[config.mk]
export PLATFORM = sky130hd
export DESIGN_NAME = multi_alarm_clock_flat
export DESIGN_NICKNAME = d
export VERILOG_FILES = /design/src/rtl/multi_alarm_clock_if.sv /design/src/rtl/multi_alarm_clock.sv /design/src/flat_wrapper.sv
export SDC_FILE = /design/constraint.sdc
export NUM_CORES = 1
export LEC_CHECK = 0
export ABC_CLOCK_PERIOD_IN_PS = 3000
export CAP_MARGIN = 0
export CORE_ASPECT_RATIO = 1.1
export CORE_MARGIN = 1
export CORE_UTILIZATION = 40
export DETAILED_ROUTE_END_ITERATION = 16
export PLACE_DENSITY = 0.71
export SLEW_MARGIN = 20
export SYNTH_ARGS = -nofsm -noshare
export SYNTH_HDL_FRONTEND = slang
export SYNTH_SLANG_ARGS = --single-unit
[constraint.sdc]
create_clock -name clock -period 3 [get_ports clock]
set_clock_uncertainty 0.15 [all_clocks]
set_input_delay 0.45 -clock clock [delete_from_list [all_inputs] [get_ports clock]]
set_output_delay 0.45 -clock clock [all_outputs]
set_load 0.005 [all_outputs]
[src/rtl/multi_alarm_clock_if.sv]
// multi_alarm_clock_if: control and status bundle of the multi-alarm clock
// master drives the buttons/keypad/enables and observes time and alarm status;
// slave is the clock core.
interface multi_alarm_clock_if #(
    parameter int NUM_ALARMS = 4
);
    localparam int AW = NUM_ALARMS > 1 ? $clog2(NUM_ALARMS) : 1;

    logic                  fastwatch;
    logic                  time_button;
    logic                  alarm_button;
    logic [AW-1:0]         alarm_sel;
    logic [3:0]            key;
    logic                  key_valid;
    logic [NUM_ALARMS-1:0] alarm_enable;
    logic                  stop_button;
    logic                  snooze_button;
    logic [4:0]            cur_hour;
    logic [5:0]            cur_min;
    logic [5:0]            cur_sec;
    logic [1:0]            mode;
    logic                  entry_error;
    logic [NUM_ALARMS-1:0] alarm_active;
    logic                  sound_alarm;

    modport master (
        output fastwatch, time_button, alarm_button, alarm_sel, key, key_valid,
               alarm_enable, stop_button, snooze_button,
        input  cur_hour, cur_min, cur_sec, mode, entry_error, alarm_active, sound_alarm
    );

    modport slave (
        input  fastwatch, time_button, alarm_button, alarm_sel, key, key_valid,
               alarm_enable, stop_button, snooze_button,
        output cur_hour, cur_min, cur_sec, mode, entry_error, alarm_active, sound_alarm
    );
endinterface

[src/rtl/multi_alarm_clock.sv]
// multi_alarm_clock: 24-hour clock with keypad time/alarm entry, NUM_ALARMS alarms and a 60 s ring timer
// Ports: clock (rising edge), reset_n (asynchronous, active-low),
//   bus (multi_alarm_clock_if.slave)
//   inputs:  fastwatch, time_button, alarm_button, alarm_sel, key, key_valid,
//            alarm_enable, stop_button, snooze_button
//   outputs: cur_hour, cur_min, cur_sec, mode, entry_error, alarm_active, sound_alarm
// Optional feature: define SNOOZE_EN to build the snooze logic; without it
// snooze_button is ignored.
module multi_alarm_clock #(
    parameter int NUM_ALARMS    = 4,
    parameter int TICKS_PER_SEC = 50_000_000,
    parameter int SNOOZE_MIN    = 5
) (
    input logic                clock,
    input logic                reset_n,
    multi_alarm_clock_if.slave bus
);
    localparam int AW = NUM_ALARMS > 1 ? $clog2(NUM_ALARMS) : 1;
    localparam int PW = TICKS_PER_SEC > 1 ? $clog2(TICKS_PER_SEC) : 1;
    localparam logic [1:0] NORMAL    = 2'b00;
    localparam logic [1:0] SET_TIME  = 2'b01;
    localparam logic [1:0] SET_ALARM = 2'b10;
    localparam logic [1:0] COMMIT    = 2'b11;

    logic [PW-1:0]         presc_q, presc_d;
    logic [4:0]            hour_q, hour_d;
    logic [5:0]            min_q, min_d, sec_q, sec_d;
    logic [1:0]            mode_q, mode_d;
    logic [15:0]           digits_q, digits_d;
    logic [1:0]            cnt_q, cnt_d;
    logic [AW-1:0]         sel_q, sel_d;
    logic                  tgt_q, tgt_d;
    logic [4:0]            alarm_h_q [NUM_ALARMS];
    logic [4:0]            alarm_h_d [NUM_ALARMS];
    logic [5:0]            alarm_m_q [NUM_ALARMS];
    logic [5:0]            alarm_m_d [NUM_ALARMS];
    logic [NUM_ALARMS-1:0] active_q, active_d, trig, restore;
    logic [5:0]            ring_q, ring_d;
    logic                  tick_q, tick_d;
    logic                  sec_tick, presc_wrap, entry_ok, time_load, alarm_load;
    logic                  expire, snooze_go, reassert;
    logic [6:0]            hh, mm;

    assign presc_wrap = presc_q == PW'(TICKS_PER_SEC - 1);
    assign sec_tick   = presc_wrap || bus.fastwatch;
    // Buffer holds H H M M as BCD digits, oldest in the top nibble.
    assign hh         = 7'(digits_q[15:12]) * 7'd10 + 7'(digits_q[11:8]);
    assign mm         = 7'(digits_q[7:4]) * 7'd10 + 7'(digits_q[3:0]);
    assign entry_ok   = hh <= 7'd23 && mm <= 7'd59 && (!tgt_q || 32'(sel_q) < NUM_ALARMS);
    assign time_load  = mode_q == COMMIT && entry_ok && !tgt_q;
    assign alarm_load = mode_q == COMMIT && entry_ok && tgt_q;

    assign bus.cur_hour     = hour_q;
    assign bus.cur_min      = min_q;
    assign bus.cur_sec      = sec_q;
    assign bus.mode         = mode_q;
    assign bus.entry_error  = mode_q == COMMIT && !entry_ok;
    assign bus.alarm_active = active_q;
    assign bus.sound_alarm  = |active_q;

    always_comb begin
        presc_d = (time_load || presc_wrap) ? '0 : presc_q + PW'(1);
        sec_d   = time_load ? 6'd0 : !sec_tick ? sec_q : sec_q == 6'd59 ? 6'd0 : sec_q + 6'd1;
        min_d   = time_load ? mm[5:0] : !(sec_tick && sec_q == 6'd59) ? min_q :
                  min_q == 6'd59 ? 6'd0 : min_q + 6'd1;
        hour_d  = time_load ? hh[4:0] : !(sec_tick && sec_q == 6'd59 && min_q == 6'd59) ? hour_q :
                  hour_q == 5'd23 ? 5'd0 : hour_q + 5'd1;
        // Only a real second step may arm the alarm compare; a load never does.
        tick_d  = sec_tick && !time_load;
    end

    always_comb begin
        mode_d   = mode_q;
        digits_d = digits_q;
        cnt_d    = cnt_q;
        sel_d    = sel_q;
        tgt_d    = tgt_q;
        if (mode_q == NORMAL) begin
            if (bus.time_button || bus.alarm_button) begin
                mode_d = bus.time_button ? SET_TIME : SET_ALARM;
                tgt_d  = !bus.time_button;
                cnt_d  = 2'd0;
                sel_d  = bus.alarm_sel;
            end
        end else if (mode_q == COMMIT) begin
            mode_d = NORMAL;
        end else if (bus.time_button || bus.alarm_button) begin
            mode_d = NORMAL;
        end else if (bus.key_valid && bus.key <= 4'd9) begin
            digits_d = {digits_q[11:0], bus.key};
            cnt_d    = cnt_q + 2'd1;
            mode_d   = cnt_q == 2'd3 ? COMMIT : mode_q;
        end
    end

    always_comb begin
        alarm_h_d = alarm_h_q;
        alarm_m_d = alarm_m_q;
        for (int i = 0; i < NUM_ALARMS; i++) begin
            if (alarm_load && sel_q == AW'(i)) begin
                alarm_h_d[i] = hh[4:0];
                alarm_m_d[i] = mm[5:0];
            end
            trig[i] = tick_q && sec_q == 6'd0 && hour_q == alarm_h_q[i] &&
                      min_q == alarm_m_q[i] && bus.alarm_enable[i];
        end
    end

`ifdef SNOOZE_EN
    localparam int SNZ_T = SNOOZE_MIN * 60;
    logic                  snz_pend_q, snz_pend_d;
    logic [NUM_ALARMS-1:0] snz_bits_q, snz_bits_d;
    logic [11:0]           snz_cnt_q, snz_cnt_d;

    assign snooze_go = bus.snooze_button && |active_q;
    assign reassert  = snz_pend_q && sec_tick && snz_cnt_q == 12'(SNZ_T - 1) && !snooze_go;
    assign restore   = reassert ? snz_bits_q : '0;

    always_comb begin
        snz_pend_d = bus.stop_button ? 1'b0 : snooze_go ? 1'b1 : reassert ? 1'b0 : snz_pend_q;
        snz_bits_d = snooze_go ? active_q : snz_bits_q;
        snz_cnt_d  = snooze_go ? 12'd0 : (snz_pend_q && sec_tick) ? snz_cnt_q + 12'd1 : snz_cnt_q;
    end

    always_ff @(posedge clock or negedge reset_n) begin
        if (!reset_n) begin
            snz_pend_q <= 1'b0;
            snz_bits_q <= '0;
            snz_cnt_q  <= '0;
        end else begin
            snz_pend_q <= snz_pend_d;
            snz_bits_q <= snz_bits_d;
            snz_cnt_q  <= snz_cnt_d;
        end
    end
`else
    logic unused_snooze;
    assign unused_snooze = bus.snooze_button;
    assign snooze_go     = 1'b0;
    assign reassert      = 1'b0;
    assign restore       = '0;
`endif

    // Ring timer counts sec_ticks while anything rings; the 60th tick silences all.
    assign expire = |active_q && sec_tick && ring_q == 6'd59;

    always_comb begin
        active_d = bus.stop_button ? '0 :
                   (((expire || snooze_go) ? '0 : active_q) | trig | restore) & bus.alarm_enable;
        ring_d   = (|trig || reassert) ? 6'd0 : (|active_q && sec_tick) ? ring_q + 6'd1 : ring_q;
    end

    always_ff @(posedge clock or negedge reset_n) begin
        if (!reset_n) begin
            presc_q  <= '0;
            hour_q   <= '0;
            min_q    <= '0;
            sec_q    <= '0;
            mode_q   <= NORMAL;
            digits_q <= '0;
            cnt_q    <= '0;
            sel_q    <= '0;
            tgt_q    <= 1'b0;
            active_q <= '0;
            ring_q   <= '0;
            tick_q   <= 1'b0;
            for (int i = 0; i < NUM_ALARMS; i++) begin
                alarm_h_q[i] <= '0;
                alarm_m_q[i] <= '0;
            end
        end else begin
            presc_q   <= presc_d;
            hour_q    <= hour_d;
            min_q     <= min_d;
            sec_q     <= sec_d;
            mode_q    <= mode_d;
            digits_q  <= digits_d;
            cnt_q     <= cnt_d;
            sel_q     <= sel_d;
            tgt_q     <= tgt_d;
            active_q  <= active_d;
            ring_q    <= ring_d;
            tick_q    <= tick_d;
            alarm_h_q <= alarm_h_d;
            alarm_m_q <= alarm_m_d;
        end
    end
endmodule

[src/flat_wrapper.sv]
// flat-port wrapper written by rule: the top's interface ports become plain ports
module multi_alarm_clock_flat 
#(
    parameter int NUM_ALARMS    = 4,
    parameter int TICKS_PER_SEC = 50_000_000,
    parameter int SNOOZE_MIN    = 5
)
  (clock, reset_n, bus_fastwatch, bus_time_button, bus_alarm_button, bus_alarm_sel, bus_key, bus_key_valid, bus_alarm_enable, bus_stop_button, bus_snooze_button, bus_cur_hour, bus_cur_min, bus_cur_sec, bus_mode, bus_entry_error, bus_alarm_active, bus_sound_alarm);
  multi_alarm_clock_if #(.NUM_ALARMS(NUM_ALARMS)) bus_i ();
  input logic clock;
  input logic reset_n;
  input wire logic [$bits(bus_i.fastwatch)-1:0] bus_fastwatch;
  input wire logic [$bits(bus_i.time_button)-1:0] bus_time_button;
  input wire logic [$bits(bus_i.alarm_button)-1:0] bus_alarm_button;
  input wire logic [$bits(bus_i.alarm_sel)-1:0] bus_alarm_sel;
  input wire logic [$bits(bus_i.key)-1:0] bus_key;
  input wire logic [$bits(bus_i.key_valid)-1:0] bus_key_valid;
  input wire logic [$bits(bus_i.alarm_enable)-1:0] bus_alarm_enable;
  input wire logic [$bits(bus_i.stop_button)-1:0] bus_stop_button;
  input wire logic [$bits(bus_i.snooze_button)-1:0] bus_snooze_button;
  output wire logic [$bits(bus_i.cur_hour)-1:0] bus_cur_hour;
  output wire logic [$bits(bus_i.cur_min)-1:0] bus_cur_min;
  output wire logic [$bits(bus_i.cur_sec)-1:0] bus_cur_sec;
  output wire logic [$bits(bus_i.mode)-1:0] bus_mode;
  output wire logic [$bits(bus_i.entry_error)-1:0] bus_entry_error;
  output wire logic [$bits(bus_i.alarm_active)-1:0] bus_alarm_active;
  output wire logic [$bits(bus_i.sound_alarm)-1:0] bus_sound_alarm;
  assign bus_i.fastwatch = bus_fastwatch;
  assign bus_i.time_button = bus_time_button;
  assign bus_i.alarm_button = bus_alarm_button;
  assign bus_i.alarm_sel = bus_alarm_sel;
  assign bus_i.key = bus_key;
  assign bus_i.key_valid = bus_key_valid;
  assign bus_i.alarm_enable = bus_alarm_enable;
  assign bus_i.stop_button = bus_stop_button;
  assign bus_i.snooze_button = bus_snooze_button;
  assign bus_cur_hour = bus_i.cur_hour;
  assign bus_cur_min = bus_i.cur_min;
  assign bus_cur_sec = bus_i.cur_sec;
  assign bus_mode = bus_i.mode;
  assign bus_entry_error = bus_i.entry_error;
  assign bus_alarm_active = bus_i.alarm_active;
  assign bus_sound_alarm = bus_i.sound_alarm;
  multi_alarm_clock #(.NUM_ALARMS(NUM_ALARMS), .TICKS_PER_SEC(TICKS_PER_SEC), .SNOOZE_MIN(SNOOZE_MIN)) u_core (.clock(clock), .reset_n(reset_n), .bus(bus_i));
endmodule
==> impl_metrics.sql <==
INSERT INTO impl_metrics (metric_group, metric, value, unit) VALUES
('synth', 'post_synth_mux_area_share', '0.128', ''),
('cells_and_area', 'multi_input_comb_area', '3610', 'um^2'),
('global_route', 'grtUsageMet1', '0.250', ''),
('synth', 'yosysUniqueCellTypes', '59', ''),
('clocking', 'cts_inserted_buffers', '17', ''),
('cells_and_area', 'layout-drive-gt1-share', '0.280', ''),
('min_path', 'holdCritPathClass', 'reg2reg', ''),
('cells_and_area', 'area_growth', '30.5', '%'),
('global_route', 'grt.met3_usage', '0.0529', ''),
('floorplan', 'core_area', '15900', 'um^2'),
('timing', 'timing.final.crit_share', '1.13', ''),
('synth', 'synth.area.top_cells', 'dfrtp_1 (46%), xnor2_1 (8.9%), mux2_2 (7.9%), mux2_1 (4.1%), ha_1 (4.0%)', ''),
('job', 'timing.max_cap.violations', '0', ''),
('timing', 'final_report_setup_violation_count', '89', ''),
('synth', 'synth-edff-count', '0', ''),
('synth', 'synth_top_family_by_area', 'simple AND/OR/NAND/NOR gates', ''),
('floorplan', 'floorplan.die_area', '16800', 'um^2'),
('worst_setup_path', 'timing.critical_path.slowest_stage_cell', 'fa_2', ''),
('synth', 'async_reset_ff_frac', '1.00', ''),
('floorplan', 'ioPinCount', '43', ''),
('clocking', 'clk_pin_slew', '0.05', 'ns'),
('global_route', 'largest_net_degree_at_the_start_of_global_routing', '51', ''),
('clocking', 'clock_tree.buffer_depth', '2', ''),
('place', 'dpl_cell_area', '7490', 'um^2'),
('clocking', 'clockRootBuffer', 'clkbuf_16', ''),
('global_route', 'grt_util_met2', '0.344', ''),
('worst_setup_path', 'r2r-start', 'u_core.digits_q[7]$_DFFE_PN0P_', ''),
('timing', 'pins_over_slew_limit', '0', ''),
('cells_and_area', 'final_nets', '735', ''),
('timing', 'layout_setup_ws', '-0.376', 'ns'),
('worst_setup_path', 'reg2regPathDepth', '11', ''),
('global_route', 'number_of_antenna_violations_at_the_first_check_in_global_routing', '0', ''),
('global_route', 'grt_pass1_wl', '25900', 'um'),
('global_route', 'first_global_vias', '5081', ''),
('synth', 'synth.top_cells.by_count', 'dfrtp_1 (121), xnor2_1 (66), nor2_1 (57), mux2_2 (46), nand2_1 (25)', ''),
('clocking', 'cts_tree', 'yes', ''),
('place', 'dp_hpwl', '10800', 'um'),
('clocking', 'clock_insertion_delay_worst_skew', '0.42', 'ns'),
('clocking', 'clock_tree.htree_level_count', '4', ''),
('timing', 'timing.fmax', '0.296', 'GHz'),
('worst_setup_path', 'ff2ff_setup_slack', '-0.38', 'ns'),
('outcome', 'failed_checks', 'negative setup slack', ''),
('synth', 'yosys.cell_count.top_type', 'dfrtp_1', ''),
('outcome', 'run_status', 'finished with violations', ''),
('synth', 'netlist_area', '6530', 'um^2'),
('timing', 'setup-tns-final', '-23.52', 'ns'),
('worst_setup_path', 'critPathMostFrequentCell', 'buf_4', ''),
('drt', 'postRouteWirelength', '16300', 'um'),
('synth', 'synth_fp_nets', '644', ''),
('floorplan', 'rows', '48', ''),
('synth', 'netlist_instances', '601', ''),
('timing', 'hold_viol', '0', ''),
('timing', 'grt_setup_unrepaired', 'yes', ''),
('synth', 'compound_gate_portion_of_the_synthesized_area', '0.0665', ''),
('timing', 'timing_worst_slew_pin_value', '0.721', 'ns'),
('min_path', 'min_delay_path_depth', '1', ''),
('worst_setup_path', 'crit_path_start_kind', 'register', ''),
('global_route', 'grt_most_used_layer', 'met2', ''),
('synth', 'yosys.area_share.adder', '0.0525', ''),
('place', 'final_weighted_congestion_of_routability_driven_global_placement', '0.842', ''),
('timing', 'final.min_clock_period', '3.38', 'ns'),
('worst_setup_path', 'worstPathRequired', '3.15', 'ns'),
('cells_and_area', 'layout.cell_area.non_filler', '8520', 'um^2'),
('timing', 'timing.hold.ws', '0.347', 'ns'),
('synth', 'synth_simple_gate_area_share', '0.151', ''),
('worst_setup_path', 'crit_path_end_kind', 'register', ''),
('drt', 'remaining_drc_errors', '0', ''),
('power_and_ir_drop', 'post-layout-total-power', '0.00827', 'W'),
('clocking', 'clock-sinks', '121', ''),
('power_and_ir_drop', 'power.ir.vdd_worst', '0.549', 'mV'),
('drt', 'drt_iter0_markers', '269', '');
[through the flow]
step           worst slack, ns  instances   util
2_1_floorplan           -0.194        601      -
3_3_place_gp            -0.328        855  0.473
3_5_place_dp            -0.402        855  0.473
4_1_cts                 -0.400        899  0.529
5_1_grt                 -0.497        904  0.537
6_report                -0.376        904  0.537
[power breakdown]
part / internal (W) / total [W] / leakage, nW / switching (W)
logic: 0.00189 / 0.00348 / 1.81 / 0.00159
registers: 0.00206 / 0.00269 / 1.61 / 0.000632
clock network: 0.00138 / 0.00210 / 0.305 / 0.000717
total: 0.00532 / 0.00827 / 3.72 / 0.00294
[cell type report]
type / count / area share
multi-input combinational: 437 / 0.423
sequential: 121 / 0.355
timing repair buffer: 96 / 0.113
clock buffer: 22 / 0.0568
tap: 200 / 0.0294
clock inverter: 9 / 0.0141
inverter: 19 / 0.00837
[layout by cell type, fill, tap and decap left out, types with 6 or more instances in the layout]
cell and count:
nor3b_1 6, ha_1 20, xnor2_1 64, nor2_2 16, inv_1 18, a21oi_1 13
mux2_4 23, clkbuf_16 17, nor2_1 40, and3_1 9, dfrtp_1 121, or4_4 6
nand4_1 21, mux2_1 12, mux2_2 35, buf_4 40, xor2_1 16, nand2_1 25
nor3_1 19, clkinv_2 6, o21ai_0 9, buf_6 7, nand3_1 19, clkdlybuf4s50_1 39
[flip-flops by register name, indices dropped and copies added, names as in the netlist]
name and count:
u_core.tgt_q 1, u_core.alarm_h_q 20, u_core.ring_q 6, u_core.sel_q 2
u_core.bus.alarm_active 4, u_core.bus.cur_hour 5, u_core.presc_q 26, u_core.cnt_q 2
u_core.digits_q 16, u_core.tick_q 1, u_core.bus.mode 2, u_core.bus.cur_min 6
u_core.alarm_m_q 24, u_core.bus.cur_sec 6
[what timing repair did]
item,in CTS,in global routing
cloned,5,2
setup endpoints to repair,89,89
hold buffers,1,0
buffers inserted,8,3
pin swaps,17,8
hold endpoints to repair,42,0
gates resized for setup,41,29
[cells by family after synthesis]
family	count (synthesis)
compound gates	63
buf+inv	46
flops	121
fa+ha+maj	25
mux	75
xor+xnor	82
simple gates	189
[metal layers]
layer,up-vias,part of all wire
met3,28,0.047
met5,-,0
met1,2488,0.42
li1,2311,-
met4,0,0.022
met2,130,0.51
[critical path, delay by kind of cell, from the launching register on]
kind                       cells  cell delay [ns]
and+or+nand+nor                1             0.36
DFF                            1             0.38
xor gates and xnor gates       1             0.20
buffers and inverters          3             0.47
muxes                          1             0.34
adders and majority gates      3             1.01
AOI/OAI and AO/OA              2             0.33
[worst max-delay path by stage]
stage / from / endpoint / slack [ns]
finish: u_core.digits_q[7]$_DFFE_PN0P_ / u_core.alarm_m_q[13]$_DFFE_PN0P_ / -0.38
global route: u_core.digits_q[7]$_DFFE_PN0P_ / u_core.alarm_m_q[17]$_DFFE_PN0P_ / -0.50
CTS: u_core.digits_q[7]$_DFFE_PN0P_ / u_core.alarm_m_q[9]$_DFFE_PN0P_ / -0.40
detailed placement: u_core.digits_q[13]$_DFFE_PN0P_ / u_core.alarm_h_q[7]$_DFFE_PN0P_ / -0.40
global placement: u_core.digits_q[13]$_DFFE_PN0P_ / u_core.alarm_h_q[6]$_DFFE_PN0P_ / -0.33
floorplan: u_core.digits_q[5]$_DFFE_PN0P_ / u_core.alarm_h_q[6]$_DFFE_PN0P_ / -0.19
Power figures use the tool's default switching activity.
